**src/rtl/counter_pkg.sv**
```systemverilog
// Shared definitions for the modulo counter family.
// Cascaded stages (sec/min/hour) and their benches use the same state type.
package counter_pkg;

  typedef enum logic [1:0] {
    ST_RESET = 2'd0,
    ST_RUN   = 2'd1,
    ST_HOLD  = 2'd2
  } counter_state_t;

endpackage : counter_pkg

```
**src/rtl/counter_modulo.sv**
```systemverilog
// Up/down modulo-N counter with synchronous load, clamped out-of-range loads,
// and a same-cycle carry_out so chained stages step on the wrap edge.
module counter_modulo
  import counter_pkg::*;
#(
  parameter int WIDTH       = 6,
  parameter int MODULUS     = 60,
  parameter int RESET_VALUE = 0
) (
  input  logic             clk,
  input  logic             rst,
  input  logic             en,
  input  logic             carry_in,
  input  logic             up_dn,
  input  logic             load,
  input  logic [WIDTH-1:0] load_value,
  output logic [WIDTH-1:0] count_value,
  output logic             carry_out,
  output logic             load_err
);

  if (MODULUS < 2 || MODULUS > (1 << WIDTH) ||
      RESET_VALUE < 0 || RESET_VALUE >= MODULUS) begin : g_param_check
    $error("counter_modulo: illegal WIDTH/MODULUS/RESET_VALUE combination");
  end

  localparam logic [WIDTH-1:0] MAX_C = WIDTH'(MODULUS - 1);
  localparam logic [WIDTH-1:0] RST_C = WIDTH'(RESET_VALUE);
  localparam logic [WIDTH-1:0] ONE_C = WIDTH'(1);

  counter_state_t   state_q;
  logic [WIDTH-1:0] count_q;
  logic [WIDTH-1:0] count_d;
  logic             load_err_q;
  logic             load_err_d;
  logic             at_wrap;
  logic             step;

  assign at_wrap = up_dn ? (count_q == MAX_C) : (count_q == '0);

  // Gating with rst keeps a reset edge from also issuing a carry to the next stage.
  assign step      = rst && (state_q == ST_RUN) && carry_in && !load;
  assign carry_out = step && at_wrap;

  // NOTE: every variable written here gets a default first so no latch is inferred.
  always_comb begin
    count_d    = count_q;
    load_err_d = load && (load_value > MAX_C);
    if (load) begin
      count_d = (load_value > MAX_C) ? MAX_C : load_value;
    end else if (step) begin
      if (up_dn) count_d = at_wrap ? '0 : count_q + ONE_C;
      else       count_d = at_wrap ? MAX_C : count_q - ONE_C;
    end
  end

  // NOTE: state is updated with non-blocking assignments so every register
  // samples pre-edge values; reset is synchronous and wins over everything.
  always_ff @(posedge clk) begin
    if (!rst) begin
      state_q    <= ST_RESET;
      count_q    <= RST_C;
      load_err_q <= 1'b0;
    end else begin
      state_q    <= en ? ST_RUN : ST_HOLD;
      count_q    <= count_d;
      load_err_q <= load_err_d;
    end
  end

  assign count_value = count_q;
  assign load_err    = load_err_q;

endmodule : counter_modulo
```
**config.mk**
```make
export PLATFORM = sky130hd
export DESIGN_NAME = counter_modulo
export DESIGN_NICKNAME = d
export VERILOG_FILES = /design/src/rtl/counter_pkg.sv /design/src/rtl/counter_modulo.sv
export SDC_FILE = /design/constraint.sdc
export NUM_CORES = 1
export LEC_CHECK = 0
export ABC_CLOCK_PERIOD_IN_PS = 3730
export BUFFER_PORTS_ARGS = -buffer_cell sky130_fd_sc_hd__buf_4
export CORE_MARGIN = 4
export CORE_UTILIZATION = 40
export CTS_CLUSTER_DIAMETER = 50
export CTS_CLUSTER_SIZE = 40
export DETAILED_ROUTE_END_ITERATION = 7
export GPL_ROUTABILITY_DRIVEN = 0
export PLACE_DENSITY = 0.69
export SYNTH_ARGS = -nofsm -noshare
export SYNTH_HDL_FRONTEND = slang
export SYNTH_SLANG_ARGS = --single-unit
```
**constraint.sdc**
```tcl
create_clock -name clk -period 3.73 [get_ports clk]
set_clock_uncertainty 0.15 [all_clocks]
set_input_delay 0.5595 -clock clk [delete_from_list [all_inputs] [get_ports clk]]
set_output_delay 0.5595 -clock clk [all_outputs]
set_load 0.02 [all_outputs]
```
# Yosys cells after proc, flatten, opt, wreduce, memory -nomap -nowiden
# Cells that the tools add are included.
# op_classes
n_addsub	2
magnitude_cmp	1
n_eq_ne	2
n_mux	8
n_reduce_logical	8
# ops
op	n
2-to-1 mux 6 bit	6
adder 6 x 1 -> 6 bit, second input constant	1
equality test 6 bit, second input constant	1
> comparator 6 bit, second input constant	1
logical NOT 6 bit	1
subtractor 6 x 1 -> 6 bit, second input constant	1
logical AND 1 bit	5
equality test 2 x 1 -> 1 bit, second input constant	1
2-to-1 mux 2 bit	1
nonzero test 2 bit	1
logical NOT 1 bit	1
2-to-1 mux 1 bit	1
# totals
ff_bits	9
in_bits	12

# Longest topological paths before layout
# Gate-level depths: netlist of the first run.
# depth
word_depth	6
depth_mapped	6

# Worst setup path after synthesis of the first run
# No wires, ideal clock.
# synth_path
path_kind	reg-to-output
startpoint	register count_q[0], in the netlist count_value[0]
endpoint	output carry_out
arrival_ps	2239
t_required_ps	3020
slack_ps	781
stages_incl_launch_ff	5
cell_sequence	dfxtp_1 > ha_1 > nor2b_1 > nand2_1 > a2111oi_0
# synth_between
elab_chain_cells	3
elab_cells_between_ends	4
# synth_rtl
element	line	text
from (decl)	counter_modulo.sv:32	logic [WIDTH-1:0] count_q;
from (signal assigned)	counter_modulo.sv:66	count_q <= count_d;
equality test 6 bit / logical NOT 6 bit (equally long branches)	counter_modulo.sv:39	assign at_wrap = up_dn ? (count_q == MAX_C) : (count_q == '0);
2-to-1 mux 1 bit *	counter_modulo.sv:39	
logical AND 1 bit *	counter_modulo.sv:43	assign carry_out = step && at_wrap;
to (decl)	counter_modulo.sv:18	output logic carry_out,
# Every way passes the cells marked *; elsewhere a longest branch is shown, timed or not.

# Worst setup path after layout of the first run
# layout_path
startpoint	register count_q[1], in the netlist count_value[1]
endpoint	output carry_out
# Same word-level chain as after synthesis.

==> results of run 1 <==
==> final timing paths <==
path	start	endpoint	depth (start not counted)
worst min-delay path	en	state_q[1]	2
worst max register to register	count_value[0]	count_value[4]	6
worst min register to register	count_value[3]	count_value[3]	2
worst max-delay path	count_value[1]	carry_out	5
==> kinds of logic (layout without fill, tap and decap cells) <==
kind of cell	after synthesis	count (layout)	share of synthesized area [%]
adder cells (fa/ha/maj)	3	3	5.07
flip-flops	9	9	24.3
buffers and inverters	11	27	9.63
AND/OR/NAND/NOR	32	32	26.5
XOR/XNOR	1	1	1.18
AO/OA/AOI/OAI	35	35	33.3
==> worst max-delay path: cells and delay by family, from the launching register on <==
family                     cells  cell delay [ns]
adders and majority gates      1             0.28
DFF                            1             0.46
buffers and inverters          1             0.22
AOI/OAI and AO/OA              1             0.42
and+or+nand+nor                2             0.37
==> through the flow <==
stage                     util, %  total power [uW]
after floorplan                 -               167
after global placement       49.2               190
after detailed placement     49.2               191
after CTS                    50.7               268
after global routing         50.7               281
final                        50.7               268
==> state kept, by name (all words and copies together), names as in the netlist <==
signal       cells
load_err         1
state_q          2
count_value      6
==> cell usage after synthesis (2+ instances only) <==
master                     count
sky130_fd_sc_hd__nor3b_2       2
sky130_fd_sc_hd__o31ai_1       2
sky130_fd_sc_hd__a21oi_1       5
sky130_fd_sc_hd__buf_6         3
sky130_fd_sc_hd__o21a_1        3
sky130_fd_sc_hd__a211oi_1      2
sky130_fd_sc_hd__inv_1         3
sky130_fd_sc_hd__a31oi_1       5
sky130_fd_sc_hd__nor2b_1       4
sky130_fd_sc_hd__o21ai_0       5
sky130_fd_sc_hd__buf_4         2
sky130_fd_sc_hd__nand2_1       6
sky130_fd_sc_hd__o211ai_1      2
sky130_fd_sc_hd__and3_1        2
sky130_fd_sc_hd__nor2_1        7
sky130_fd_sc_hd__dfxtp_1       9
sky130_fd_sc_hd__ha_1          3
sky130_fd_sc_hd__nor3_1        3
sky130_fd_sc_hd__clkbuf_1      2
==> power breakdown <==
part           leakage, uW  switching (uW)  total [uW]  internal [uW]
Sequential       0.0000746            13.8         116            102
Combinational     0.000277            38.9        73.9           35.0
Clock            0.0000150            36.6        77.9           41.4
==> per-layer routing <==
layer,vias up,track usage (%),share of wire (%)
met5,-,0,0
met4,0,7.62,2.0
met3,6,3.21,7.0
met2,26,25.5,47
met1,360,20.2,44
li1,375,-,-
==> area by class of cell <==
type	count	area [sq um]
multi-input cells	71	489
well taps	25	31.3
clock buffers	4	26.3
inverters	4	15.0
repair buffers	19	143
flip-flops and latches	9	180
fillers	179	861
==> qor.log, run 1 <==
[floorplan] width of the die 51.0 microns
[clock_network] number of buffers inserted by hold repair at cts 0
[clock_network] number of resized instances in the post-cts repair step 0
[placed_design] Placed Area 858 sq um
[clock_network] CTS tree yes
[placed_design] Placed Cells 128
[clock_network] root buffer cell sky130_fd_sc_hd__clkbuf_4
[worst_setup_path] data required time of the worst path 3.02 ns
[final_layout] final non-filler cell total 132
[synthesis] Distinct cells, synth 40
[worst_setup_path] Arr. time, crit path 2.02 ns
[synthesis] mean instance size in the synthesized netlist 8.14 sq um
[routing] first-pass iteration count of the detailed router 4
[timing] Final setup viols 0
[grt] antenna violations before repair 0
[timing] number of pins exceeding their max-slew limit in the final report 0
[routing] final antenna-violating net count 0
[worst_setup_path] largest stage delay on the critical path 0.46 ns
[placed_design] detailed placer's ending HPWL 1.45 mm
[synthesis] number of warning messages in the yosys log 0
[timing] Total Negative Setup Slacks 0 ns
[synthesis] Synth area leader sky130_fd_sc_hd__dfxtp_1
[clock_network] clk_lat worst skew 0.27 ns
[worst_setup_path] kind of start point of the critical path flop
[worst_setup_path] internal reg-to-reg setup slack 1.77 ns
[floorplan] die height 51.0 microns
[final_layout] # diodes 0
[final_layout] commonest cells after routing, fill and taps aside sky130_fd_sc_hd__buf_4, sky130_fd_sc_hd__dfxtp_1, sky130_fd_sc_hd__nor2_1, sky130_fd_sc_hd__nand2_1
[timing] Hold Worst Slack 0.298 ns
[synthesis] post-synthesis instance total 91
[placed_design] placement-stage worst setup slack 1.32 ns
[outcome] status finished clean
[worst_setup_path] type of destination of the critical path output pin
[floorplan] Std-Cell Core Area 1750 sq um
[grt] number of global-route vias before repair 704
[grt] first-pass GRT wire length 3.15 mm
[synthesis] commonest register cell after synthesis sky130_fd_sc_hd__dfxtp_1
[final_layout] share of final-layout standard cells stronger than drive strength 1 29.0%
[synthesis] top post-synthesis cells by area sky130_fd_sc_hd__dfxtp_1, sky130_fd_sc_hd__ha_1, sky130_fd_sc_hd__buf_6
[floorplan] initial core utilization 42.4%
[timing] fin crit share 73.2%
[final_layout] Synth-to-Final Area Change 19.4%
[synthesis] number of synthesized flops with an enable pin 0
[synthesis] synthesized netlist net count 106
[routing] Via-to-Cell Ratio 5.81
[synthesis] flop and latch count out of synthesis 9
[synthesis] Synth top area share 24.3%
[clock_network] number of sinks on the clock net 9
[timing] Worst Max-Slew Pin Slew 0.465 ns
[floorplan] number of placed I/O pins 20
[power_and_ir_drop] maximum resistive drop on vdd 0.147 mV
[power_and_ir_drop] power per standard cell area 303 nW/um^2
[grt] gr ovfl total 0
[routing] vias 767
[timing] number of hold violations in the final report 0
[run] total of max-cap violations 0
[floorplan] Cell Rows 15
[clock_network] worst-case clock buffer depth 2
[clock_network] CTS Buf Count 3
[floorplan] floorplan die area 2600 sq um
[timing] Peak Freq 366 MHz
[worst_setup_path] critical path cell sequence ha_1 -> nor2b_1 -> nand2_1 -> a2111oi_0 -> buf_4
[worst_setup_path] largest fanout of any net on the critical path 8
[final_layout] post-route design area 885 sq um
[routing] Post-route DRC 0
[timing] post-layout min period 2.73 ns
[worst_setup_path] type of the setup path with the least slack reg -> out
[clock_network] count of H-tree levels built during CTS 1
[synthesis] share of synthesized area occupied by flip-flops and latches 24.3%
[worst_setup_path] slowest library cell on the worst path sky130_fd_sc_hd__dfxtp_1
[placed_design] Port Buf Inserts 19
[power_and_ir_drop] leakage power 0.000366 uW
[final_layout] most frequent standard cell in the layout excluding fill and tap cells sky130_fd_sc_hd__buf_4
[synthesis] FFs w/ async S/R, synth 0%
[routing] wirelength, routed 1.96 mm
[routing] DRC violation total after the first TritonRoute iteration 22
[timing] headroom to the max-slew limit 68.9%
[timing] setup slack of the critical path after layout 0.999 ns
[routing] routed length per instance 14.9 microns
[grt] pin count of the biggest net entering global routing 16
[clock_network] clk slew on worst S/H paths 0.06 ns
[grt] global-route total usage across every layer 15.9%
[synthesis] mapped cell area 741 sq um
[final_layout] Final nets 123
[hold_path] path type of the worst min-delay path in -> reg
[clock_network] Post-CTS Setup Bufs 0
[timing] setup repair after global routing missed its margin false
Note: power is estimated with default switching activity, not from simulation.
==> run 2, diff against run 1 <==
Settings changed: ABC_CLOCK_PERIOD_IN_PS 3730 to 2450, PLACE_DENSITY 0.69 to 0.71.
Clock period 3.73 ns to 2.45 ns, I/O delays scaled along.
==> qor.log, run 2 (synthesis results as in run 1) <==
[floorplan] initial core utilization 42.4% [unchanged]
[placed_design] Placed Area 880 sq um [+2.5%]
[final_layout] Final nets 125 [+1.6%]
[clock_network] clk slew on worst S/H paths 0.07 ns [about the same]
[grt] number of global-route vias before repair 784 [+11%]
[final_layout] Synth-to-Final Area Change 26.5%
[final_layout] most frequent standard cell in the layout excluding fill and tap cells sky130_fd_sc_hd__buf_4
[power_and_ir_drop] leakage power 0.000380 uW [+3.6%]
[final_layout] commonest cells after routing, fill and taps aside sky130_fd_sc_hd__buf_4, sky130_fd_sc_hd__nor2_1, sky130_fd_sc_hd__dfxtp_1, sky130_fd_sc_hd__nand2_1
[power_and_ir_drop] power per standard cell area 451 nW/um^2 [+49%]
[worst_setup_path] type of destination of the critical path output pin
[floorplan] Cell Rows 15 [unchanged]
[worst_setup_path] critical path cell sequence ha_1 -> nor2b_2 -> nand2_1 -> a2111oi_4 -> buf_4
[placed_design] detailed placer's ending HPWL 1.49 mm [+2.1%]
[grt] global-route total usage across every layer 16.8% [+0.86 points]
[clock_network] root buffer cell sky130_fd_sc_hd__clkbuf_4
[run] total of max-cap violations 0 [unchanged]
[grt] gr ovfl total 0 [unchanged]
[timing] Worst Max-Slew Pin Slew 0.537 ns [+0.0721 ns]
[worst_setup_path] kind of start point of the critical path flop
[worst_setup_path] cell family contributing the most delay on the critical path flip-flops
[grt] antenna violations before repair 0 [unchanged]
[clock_network] count of H-tree levels built during CTS 1 [unchanged]
[final_layout] # diodes 0 [unchanged]
[clock_network] worst-case clock buffer depth 2 [unchanged]
[placed_design] Port Buf Inserts 19 [unchanged]
[floorplan] floorplan die area 2600 sq um [unchanged]
[grt] pin count of the biggest net entering global routing 16 [unchanged]
[routing] Post-route DRC 0 [unchanged]
[worst_setup_path] largest stage delay on the critical path 0.41 ns [-0.05 ns]
[timing] post-layout min period 2.39 ns
[timing] Final setup viols 0 [unchanged]
[routing] first-pass iteration count of the detailed router 4 [unchanged]
[worst_setup_path] type of the setup path with the least slack reg -> out
[clock_network] number of buffers inserted by hold repair at cts 0 [unchanged]
[clock_network] number of sinks on the clock net 9 [unchanged]
[floorplan] number of placed I/O pins 20 [unchanged]
[routing] final antenna-violating net count 0 [unchanged]
[floorplan] die height 51.0 microns [unchanged]
[timing] fin crit share 97.5%
[clock_network] clk_lat worst skew 0.27 ns [about the same]
[timing] number of pins exceeding their max-slew limit in the final report 0 [unchanged]
[floorplan] width of the die 51.0 microns [unchanged]
[worst_setup_path] Bufs and invs on worst path 1 [unchanged]
[routing] vias 769 [+0.26%]
[timing] headroom to the max-slew limit 64.1% [-4.8 points]
[worst_setup_path] Arr. time, crit path 1.87 ns [-0.15 ns]
[outcome] status finished clean
[grt] first-pass GRT wire length 3.35 mm [+6.6%]
[final_layout] share of final-layout standard cells stronger than drive strength 1 33.9% [+5.0 points]
[hold_path] path type of the worst min-delay path in -> reg
[clock_network] CTS Buf Count 3 [unchanged]
[routing] DRC violation total after the first TritonRoute iteration 26 [+18%]
[final_layout] post-route design area 937 sq um [+5.9%]
[clock_network] CTS tree yes
[power_and_ir_drop] overall power of the completed layout 423 uW [+58%]
[worst_setup_path] slowest library cell on the worst path sky130_fd_sc_hd__dfxtp_2
[power_and_ir_drop] maximum resistive drop on vdd 0.301 mV [+100%]
[timing] Peak Freq 419 MHz
[routing] routed length per instance 15.4 microns [+3.3%]
[timing] number of hold violations in the final report 0 [unchanged]
[floorplan] Std-Cell Core Area 1750 sq um [unchanged]
[worst_setup_path] largest fanout of any net on the critical path 9 [+1]
[final_layout] max FFs per register 6 [unchanged]
[worst_setup_path] data required time of the worst path 1.93 ns [-1.09 ns]
[routing] wirelength, routed 2.06 mm [+4.9%]
[routing] Via-to-Cell Ratio 5.74 [-1.2%]
-- run 2: area by class of cell --
| cell class | instances | area, sq um |
|---|---|---|
| well taps | 25 | 31.3 |
| fillers | 178 | 808 |
| flip-flops and latches | 9 | 183 |
| repair buffers | 21 | 158 |
| multi-input cells | 71 | 524 |
| inverters | 4 | 15.0 |
| clock buffers | 4 | 26.3 |
-- run 2: timing repair --
action	CTS	global route
resized for setup	2	4
setup buffers	0	0
pin swaps	0	0
endpoints found under the setup margin	1	1
-- run 2: power breakdown --
part / total [uW] / internal (uW) / leakage, uW / switching [uW]
clock network: 121 / 63.1 / 0.0000150 / 58.2
registers: 176 / 156 / 0.0000751 / 19.5
logic: 126 / 59.0 / 0.000289 / 67.1
total: 423 / 278 / 0.000380 / 145
-- run 2: layer usage --
layer  share of wire [%]  global-route usage, %  vias to the layer above
met1                  44                   20.6                      344
met4                 2.2                   10.3                        0
met3                 8.2                   4.08                        6
met2                  46                   26.2                       39
met5                   0                      0                        -
li1                    -                      -                      380
-- run 2: final timing paths --
path	startpoint	endpoint	slack, ns	cells past startpoint
setup / recovery	count_value[0]	carry_out	0.06	5
hold / removal	en	state_q[1]	0.10	2
setup reg to reg	count_value[0]	count_value[4]	0.62	6
hold reg to reg	count_value[0]	count_value[0]	0.52	2
-- run 2: metrics by stage --
step                      util, %  setup WS, ns  hold slack [ns]  cells  TNS (ns)
final                        53.7        0.0606            0.105    134         0
after global routing         53.7       -0.0230            0.129    134   -0.0230
after CTS                    52.0        0.0681            0.104    134         0
after detailed placement     50.4         0.276            0.383    130         0
after global placement       50.4         0.337            0.381    130         0
after floorplan                 -         0.194            0.289     91         0
